==> src/rtl/stream_fifo_pkg.sv <==
// Shared definitions for the stream FIFO: strobe mode codes and width helpers.
// Imported by stream_fifo and stream_fifo_strobe_qualify.
package stream_fifo_pkg;

   localparam int MODE_LEVEL = 0;
   localparam int MODE_EDGE  = 1;

   // Ceiling log2; returns 0 for values of 0 or 1.
   function automatic int clog2(input int value);
      int result;
      int remaining;
      result    = 0;
      remaining = value - 1;
      while (remaining > 0) begin
         result    = result + 1;
         remaining = remaining >> 1;
      end
      return result;
   endfunction

   // The level counter must represent 0..DEPTH inclusive, one bit wider than a pointer.
   function automatic int level_width(input int address_width);
      return address_width + 1;
   endfunction

endpackage

==> src/rtl/stream_fifo_strobe_qualify.sv <==
// Turns a raw bus strobe into a one-cycle request (edge mode) or passes it through (level mode).
// The delayed copy keeps loading during reset, so a strobe held across reset never fires.
module stream_fifo_strobe_qualify
   import stream_fifo_pkg::*;
#(
   parameter int EDGE_MODE = MODE_EDGE
)(
   input  logic clk,
   input  logic reset,
   input  logic strobe,
   output logic req
);

   generate
      if (EDGE_MODE == MODE_EDGE) begin : g_edge
         logic strobe_reg;

         // Load unconditionally, including while reset is high.
         always_ff @(posedge clk) begin
            if (reset) begin
               strobe_reg <= strobe;
            end else begin
               strobe_reg <= strobe;
            end
         end

         assign req = strobe & ~strobe_reg;
      end else begin : g_level
         logic unused_level_mode;
         assign unused_level_mode = &{1'b0, clk, reset};
         assign req = strobe;
      end
   endgenerate

endmodule

==> src/rtl/stream_fifo.sv <==
// Show-ahead synchronous FIFO with edge/level strobes, fill level and almost flags.
// Define STREAM_FIFO_ERR_EN to add sticky overflow/underflow outputs.
module stream_fifo
   import stream_fifo_pkg::*;
#(
   parameter int WORD_SIZE     = 8,
   parameter int ADDRESS_WIDTH = 8,
   parameter int EDGE_MODE     = MODE_EDGE,
   parameter int AF_THRESH     = (1 << ADDRESS_WIDTH) - 4,
   parameter int AE_THRESH     = 4
)(
   input  logic                     clk,
   input  logic                     reset,
   input  logic [WORD_SIZE-1:0]     d,
   input  logic                     write,
   input  logic                     read,
   output logic [WORD_SIZE-1:0]     q,
   output logic                     empty,
   output logic                     full,
   output logic [ADDRESS_WIDTH:0]   level,
   output logic                     almost_full,
   output logic                     almost_empty
`ifdef STREAM_FIFO_ERR_EN
   ,
   output logic                     overflow,
   output logic                     underflow
`endif
);

   localparam int DEPTH = 1 << ADDRESS_WIDTH;
   localparam int LW    = level_width(ADDRESS_WIDTH);

   localparam logic [LW-1:0] DEPTH_LVL = LW'(DEPTH);
   localparam logic [LW-1:0] AF_LVL    = LW'(AF_THRESH);
   localparam logic [LW-1:0] AE_LVL    = LW'(AE_THRESH);

   logic [WORD_SIZE-1:0]     mem [DEPTH];
   logic [ADDRESS_WIDTH-1:0] waddr_reg;
   logic [ADDRESS_WIDTH-1:0] raddr_reg;
   logic [LW-1:0]            level_reg;
   logic [LW-1:0]            level_next;

   logic [1:0] strobe_in;
   logic [1:0] strobe_req;
   logic       wr_req;
   logic       rd_req;
   logic       wr_ok;
   logic       rd_ok;

   // Index 0 carries write, index 1 carries read.
   assign strobe_in = {read, write};

   genvar gi;
   generate
      for (gi = 0; gi < 2; gi++) begin : g_qualify
         stream_fifo_strobe_qualify #(
            .EDGE_MODE (EDGE_MODE)
         ) u_qualify (
            .clk    (clk),
            .reset  (reset),
            .strobe (strobe_in[gi]),
            .req    (strobe_req[gi])
         );
      end
   endgenerate

   assign wr_req = strobe_req[0];
   assign rd_req = strobe_req[1];

   // Flags decode the registered level directly.
   assign empty        = (level_reg == '0);
   assign full         = (level_reg == DEPTH_LVL);
   assign almost_full  = (level_reg >= AF_LVL);
   assign almost_empty = (level_reg <= AE_LVL);
   assign level        = level_reg;

   // A read frees a slot in the same cycle, so a full FIFO still takes a paired write.
   // No fall-through: a read against an empty FIFO is dropped even if a write arrives.
   assign rd_ok = rd_req & ~empty;
   assign wr_ok = wr_req & (~full | rd_ok);

   always_comb begin
      level_next = level_reg;
      case ({wr_ok, rd_ok})
         2'b10:   level_next = level_reg + LW'(1);
         2'b01:   level_next = level_reg - LW'(1);
         default: level_next = level_reg;
      endcase
   end

   always_ff @(posedge clk) begin
      if (reset) begin
         waddr_reg <= '0;
         raddr_reg <= '0;
         level_reg <= '0;
      end else begin
         if (wr_ok) begin
            waddr_reg <= waddr_reg + 1'b1;
         end
         if (rd_ok) begin
            raddr_reg <= raddr_reg + 1'b1;
         end
         level_reg <= level_next;
      end
   end

   // Storage is never cleared; reset only blocks the write.
   always_ff @(posedge clk) begin
      if (wr_ok && !reset) begin
         mem[waddr_reg] <= d;
      end
   end

   assign q = mem[raddr_reg];

`ifdef STREAM_FIFO_ERR_EN
   logic overflow_reg;
   logic underflow_reg;

   always_ff @(posedge clk) begin
      if (reset) begin
         overflow_reg  <= 1'b0;
         underflow_reg <= 1'b0;
      end else begin
         if (wr_req && !wr_ok) begin
            overflow_reg <= 1'b1;
         end
         if (rd_req && !rd_ok) begin
            underflow_reg <= 1'b1;
         end
      end
   end

   assign overflow  = overflow_reg;
   assign underflow = underflow_reg;
`endif

endmodule

==> config.mk <==
export PLATFORM = sky130hd
export DESIGN_NAME = stream_fifo
export DESIGN_NICKNAME = d
export VERILOG_FILES = /design/src/rtl/stream_fifo_pkg.sv /design/src/rtl/stream_fifo_strobe_qualify.sv /design/src/rtl/stream_fifo.sv
export SDC_FILE = /design/constraint.sdc
export NUM_CORES = 2
export LEC_CHECK = 0
export BUFFER_PORTS_ARGS = -buffer_cell sky130_fd_sc_hd__buf_2
export CAP_MARGIN = 20
export CELL_PAD_IN_SITES_DETAIL_PLACEMENT = 2
export CELL_PAD_IN_SITES_GLOBAL_PLACEMENT = 2
export CORE_MARGIN = 8
export CORE_UTILIZATION = 46
export CTS_CLUSTER_DIAMETER = 50
export DETAILED_ROUTE_END_ITERATION = 10
export HOLD_SLACK_MARGIN = 0.08
export MAX_ROUTING_LAYER = met4
export PLACE_DENSITY = 0.74
export SYNTH_ARGS = -nofsm -noshare
export SYNTH_HDL_FRONTEND = slang
export SYNTH_HIERARCHICAL = 1
export SYNTH_SLANG_ARGS = --single-unit
==> constraint.sdc <==
create_clock -name clk -period 3.2 [get_ports clk]
set_clock_uncertainty 0.15 [all_clocks]
set_input_delay 0.16 -clock clk [delete_from_list [all_inputs] [get_ports clk]]
set_output_delay 0.16 -clock clk [all_outputs]
set_load 0.02 [all_outputs]
Word level (Yosys, flattened, before mapping)
Memory sizes are Yosys's and may differ from the RTL's. A register that Yosys moved wholly into a read port is not among the register bits.
Index checks and enable logic that the tools add are counted.
{ "totals": {"ram_bits": 2048, "mem_count": 1, "output_inout_bits": 21, "word_cells": 33, "regBits": 27} }
{ "op_classes": {"addsub": 4, "n_eq_ne": 3, "n_reduce_logical": 4, "n_lt_le_gt_ge": 2, "bitwise_logic": 9, "mux": 5} }
{ "mem_list": {"columns": ["memory", "words", "width", "read_ports", "rd_ports_with_merged_regs", "wr", "line", "source"], "rows": [
  ["mem", 256, 8, 1, 1, 1, "stream_fifo.sv:37", "logic [WORD_SIZE-1:0] mem [DEPTH];"]
]} }
{ "op_table": {"columns": ["operator", "n"], "rows": [
  ["$pmux W9 S2", 1],
  ["$add A8 B1 Y8 const B", 2],
  ["$mux W8", 2],
  ["$add A9 B1 Y9 const B", 1],
  ["$eq A9 B9 Y1 const B", 1],
  ["$ge A9 B8 Y1 const B", 1],
  ["$le A9 B3 Y1 const B", 1],
  ["$logic_not A9 Y1", 1],
  ["$sub A9 B1 Y9 const B", 1],
  ["$and A1 B1 Y1", 4],
  ["$not A1 Y1", 4],
  ["$eq A2 B1 Y1 const B", 1],
  ["$eq A2 B2 Y1 const B", 1],
  ["$mux W1", 2],
  ["$reduce_bool A2 Y1", 1],
  ["$logic_and A1 B1 Y1", 1],
  ["$logic_not A1 Y1", 1],
  ["$or A1 B1 Y1", 1]
]} }

Logic depth before layout (Yosys ltp)
{ "logic_depth": {"depth_word": 8, "ltp_mapped": 14} }

By module
Netlist, hierarchy kept.
{ "modules_own_cells": {"columns": ["module", "instances", "area_per_inst_um2", "cells_each"], "rows": [
  ["stream_fifo", 1, 80430.9, 3781],
  ["stream_fifo_strobe_qualify", 2, 33.8, 2]
]} }

Worst setup path after synthesis
Ideal clock, no wire load.
{ "synth_timing": {"kind": "reg-to-reg", "start": "register level_reg[4] (netlist: level[4])", "end": "register level_reg[8] (netlist: level[8])", "path_slack_ps": -587, "t_required_ps": 2921, "path_stages_with_launch": 15, "t_arrival_ps": 3508, "period_less_slack_ps": 3787, "path_buffers": 1, "path_cell_list": "dfxtp_1 > or4_4 > nor4_2 > nand2b_1 > or2_2 > buf_2 > inv_1 > ha_1 > nor2b_1 > o21a_1 > o21a_1 > o31a_1 > o22ai_1 > or4_1 > o211ai_1"} }
{ "synth_between": {"elab_chain_cells": 7, "elab_cells_between_ends": 13, "cone_classes": "add/sub (2); eq/ne (3); mux (1); bitwise (5); reduce/logical (2)"} }
{ "synth_rtl": {"columns": ["item", "line", "source"], "rows": [
  ["from (decl)", "stream_fifo.sv:40", "logic [LW-1:0] level_reg;"],
  ["from (signal assigned)", "stream_fifo.sv:103", "level_reg <= level_next;"],
  ["$logic_not A9 Y1 (*)", "stream_fifo.sv:71", "assign empty = (level_reg == '0);"],
  ["named net empty", "stream_fifo.sv:18", "output logic empty,"],
  ["$not A1 Y1 (*)", "stream_fifo.sv:79", "assign rd_ok = rd_req & ~empty;"],
  ["$and A1 B1 Y1 (*)", "stream_fifo.sv:79", null],
  ["$or A1 B1 Y1", "stream_fifo.sv:80", "assign wr_ok = wr_req & (~full | rd_ok);"],
  ["$and A1 B1 Y1", "stream_fifo.sv:80", null],
  ["$eq A2 B1 Y1 or $eq A2 B2 Y1 (tied branches)", "stream_fifo.sv:84", "case ({wr_ok, rd_ok})"],
  ["$pmux W9 S2 or $reduce_bool A2 Y1 (tied branches)", null, null]
]} }
The timed path passes the listed nets; every way through them passes the cells marked *.
A chain may end at the register's enable or synchronous reset.

==> qor.yml <==
drt:
  dr.max_layer_used: "met4"
  firstDrtPassIters: 6
  dr.first_iter.drc_count: 8353
  drt-met1-wl_mm: 121
  detail-route-antenna-nets: 0
  viasPerCell: 7.02
  wl_met3_mm: 34.8
  wl_per_cell_um: 48.7
  met2_length_mm: 166
  vias: 49700
  drc: 0
  drt-total-wl_mm: 345
global_routing:
  grt_pass1_vias: 50800
  grt_max_degree: 129
  antenna_found_initial: 14
  grtUsageTotal_pct: 37.2
  grt-ovfl-total: 0
  grt_pass1_wl_mm: 466
power_and_ir_drop:
  vdd_ir_drop_max_mv: 0.520
  leakage_nw: 31.2
  p_int_mw: 47.4
  power.net_switching_mw: 16.3
  p_total_mw: 63.7
  p_seq_share_pct: 47.1
  pwr-share-clk_pct: 42.6
  p_sw_share_pct: 25.6
  powerDensity_nw_per_um2: 647
  combPwrFrac_pct: 10.4
clock_tree:
  root_buffer: "clkbuf_16"
  clk_path_buf_depth: 3
  htree_levels: 4
  cts_buffers: 220
  cts_tree: "yes"
  clk_pin_slew_ns: 0.07
  worstSkewPairLatency_ns: 0.89
  cts.sinks: 2083
yosys:
  yosysSeqAreaShare_pct: 77.3
  syn_area_um2: 80500
  synth.avg_cell_area_um2: 21.3
  ys_ff_latch: 2083
  synthCells: 3785
  syn_nets: 3810
  yosys_most_used_dff: "edfxtp_1"
  synth_cell_type_count: 67
  ys_warn_count: 6
  synth_enable_flop_cells: 2048
  async_flop_share_pct: 0
run:
  drv_cap: 0
cells_and_area:
  syn_to_final_growth_pct: 22.3
  fin_util_pct: 56.6
  drive_gt1_share_pct: 38.6
  instances_no_fill: 7087
  fin_area_um2: 98400
  nets: 4594
  largest_reg_flops: 2048
placement:
  routabilityCongestion: 0.843
  post_dp_cell_area_um2: 88500
  dp_cells: 6574
  portBuffers: 32
  dp_hpwl_mm: 183
setup_path:
  start_kind: "flip-flop"
  r2r_start: "level[7]$_SDFFE_PP0P_"
  end_kind: "primary output"
  arrival_ns: 3.99
  critPathKind: "flip-flop to primary output"
  ff2ff_path_depth: 13
  worstPathMaxFanout: 7
  r2r_end: "level[8]$_SDFFE_PP0P_"
  r2r_setup_slack_ns: -0.13
  required_ns: 2.89
hold_path:
  hp-start: "d[5]"
  holdPathEnd: "mem[88][5]$_DFFE_PP_"
  hp-class: "primary input to flip-flop"
  holdPathStages: 2
sta:
  rsz0062_at_grt: "yes"
  setup_viol_count_final: 98
  period_share_pct: 134
  tns_ns: -12.03
  fin_crit_ns: 4.30
  max_freq_mhz: 233
  hold_viol_final: 0
  worstMarginPinSlew_ns: 1.39
  timing.slew.headroom_pct: 6.78
  slew_viol_final: 0
  fin_ws_ns: -1.10
floorplanning:
  initial_core_util_pct: 46.3
  die_area_um2: 189000
  coreArea_um2: 174000
  rows: 153
  die_y_um: 434
  ios: 33
  die_w_um: 434
outcome:
  violations: "setup timing"
  status: "complete, but fails checks"
==> cell usage after synthesis (all sizes together) (2+ instances only) <==
library cell	count	area share (%)
edfxtp	2048	76
mux4	489	14
nor2	355	1.7
buf	144	1.2
o22ai	119	0.92
mux2i	90	1.1
clkbuf	72	0.34
nand2	68	0.36
a22o	45	0.49
a22oi	38	0.35
dfxtp	35	0.87
nand3	25	0.18
a21oi	23	0.14
a221oi	21	0.24
a211oi	20	0.19
nor3	17	0.11
a31oi	16	0.12
o21ai	16	0.099
a211o	13	0.14
nor2b	13	0.12
ha	12	0.19
inv	12	0.056
nor4	10	0.085
xnor2	10	0.11
xor2	8	0.087
o2111ai	7	0.076
or2	7	0.054
mux2	6	0.084
o22a	5	0.054
nand2b	4	0.031
nand4	3	0.023
nor3b	3	0.040
o21a	3	0.028
or4	3	0.033
and2	2	0.016
and3	2	0.016
nand3b	2	0.019
nand4bb	2	0.028
o211ai	2	0.019
o41ai	2	0.045
or3	2	0.016
or4b	2	0.025
==> cell type report <==
class / count / area, µm²
multi-input cells: 1474 / 18600
diodes: 12 / 30.0
clock buffers: 278 / 5840
repair buffers: 778 / 7610
flip-flops and latches: 2083 / 62200
well taps: 2325 / 2910
clock inverters: 125 / 1140
inverters: 12 / 50.0
fillers: 14400 / 75400
==> stage by stage <==
stage | hold slack [ns] | setup slack (ns)
final | 0.251 | -1.10
after global placement | 0.127 | -0.463
after global routing | 0.273 | -1.10
after CTS | 0.209 | -1.00
after detailed placement | 0.139 | -0.642
after floorplan | 0.0377 | -0.218
==> routing by layer <==
layer,vias to the layer above,GRT usage (%)
li1,17400,-
met5,-,-
met3,1239,7.79
met1,26700,45.5
met4,0,19.8
met2,4403,58.8
==> how the worst max path moves through the flow <==
stage          depth (start not counted)               endpoint             startpoint  slack [ns]
5_1_grt                               13                   q[6]              flip-flop       -1.10
2_1_floorplan                         14  level[8]$_SDFFE_PP0P_  level[7]$_SDFFE_PP0P_       -0.22
3_3_place_gp                          12                   q[6]              flip-flop       -0.46
3_5_place_dp                          10                   q[5]              flip-flop       -0.64
4_1_cts                               13                   q[7]              flip-flop       -1.00
6_report                              13                   q[6]              flip-flop       -1.10
==> cells by family after synthesis <==
logic type               Yosys count  share of synthesized area, %
AO/OA/AOI/OAI                    335                          2.97
XOR/XNOR                          18                         0.196
adder cells (fa/ha/maj)           13                         0.211
buffers and inverters            228                          1.62
flip-flops                      2083                          77.3
multiplexers                     585                          14.9
AND/OR/NAND/NOR                  523                          2.85
==> critical path, cell delays in order (launching register included) <==
cell,delay [ns]
dfxtp_4,0.41
buf_12,0.21
buf_12,0.14
buf_16,0.12
buf_6,0.10
mux4_2,0.51
mux2_4,0.32
nand2_4,0.10
o21ai_4,0.08
or4_4,0.53
o22ai_4,0.18
buf_6,0.15
nor3_4,0.06
buf_6,0.15
==> cells in the final DEF (no fill, tap or decap), types with 10 or more instances in the layout <==
cell type and instances:
nand3_1 12, ha_1 10, nand3_2 11, bufinv_16 19, mux2i_1 83, a21oi_2 13
buf_16 16, o22ai_1 92, a22oi_1 28, nor2_1 302, diode_2 12, clkbuf_1 52
mux4_2 489, nand2_1 45, buf_12 83, nor2_4 11, xnor2_1 10, dlygate4sd3_1 13
inv_1 10, nor2_2 42, buf_4 591, o22ai_2 22, clkinv_1 44, buf_8 10
buf_2 16, a31oi_4 10, dfxtp_1 27, buf_6 38, a211o_1 13, a22o_1 39
clkbuf_16 228, a211oi_1 10, edfxtp_1 2048, nand2_2 17, a221oi_4 11, a22oi_2 10
inv_6 14, clkinv_2 35
==> power groups by stage <==
stage / clock network (mW) / logic, mW / registers, mW
2_1_floorplan: 0 / 3.13 / 30.6
3_3_place_gp: 0 / 5.09 / 30.6
3_5_place_dp: 0 / 5.42 / 30.6
4_1_cts: 26.4 / 6.16 / 30.0
5_1_grt: 27.8 / 6.75 / 30.0
6_report: 27.1 / 6.60 / 30.0
==> what timing repair did <==
action,in CTS,in global routing
endpoints found under the setup margin,941,228
gates cloned,6,3
pin swaps,53,41
resized for setup,260,128
buffers inserted,47,32
hold buffers,13,0
endpoints found under the hold margin,1386,0
(Power assumes the default switching activity.)
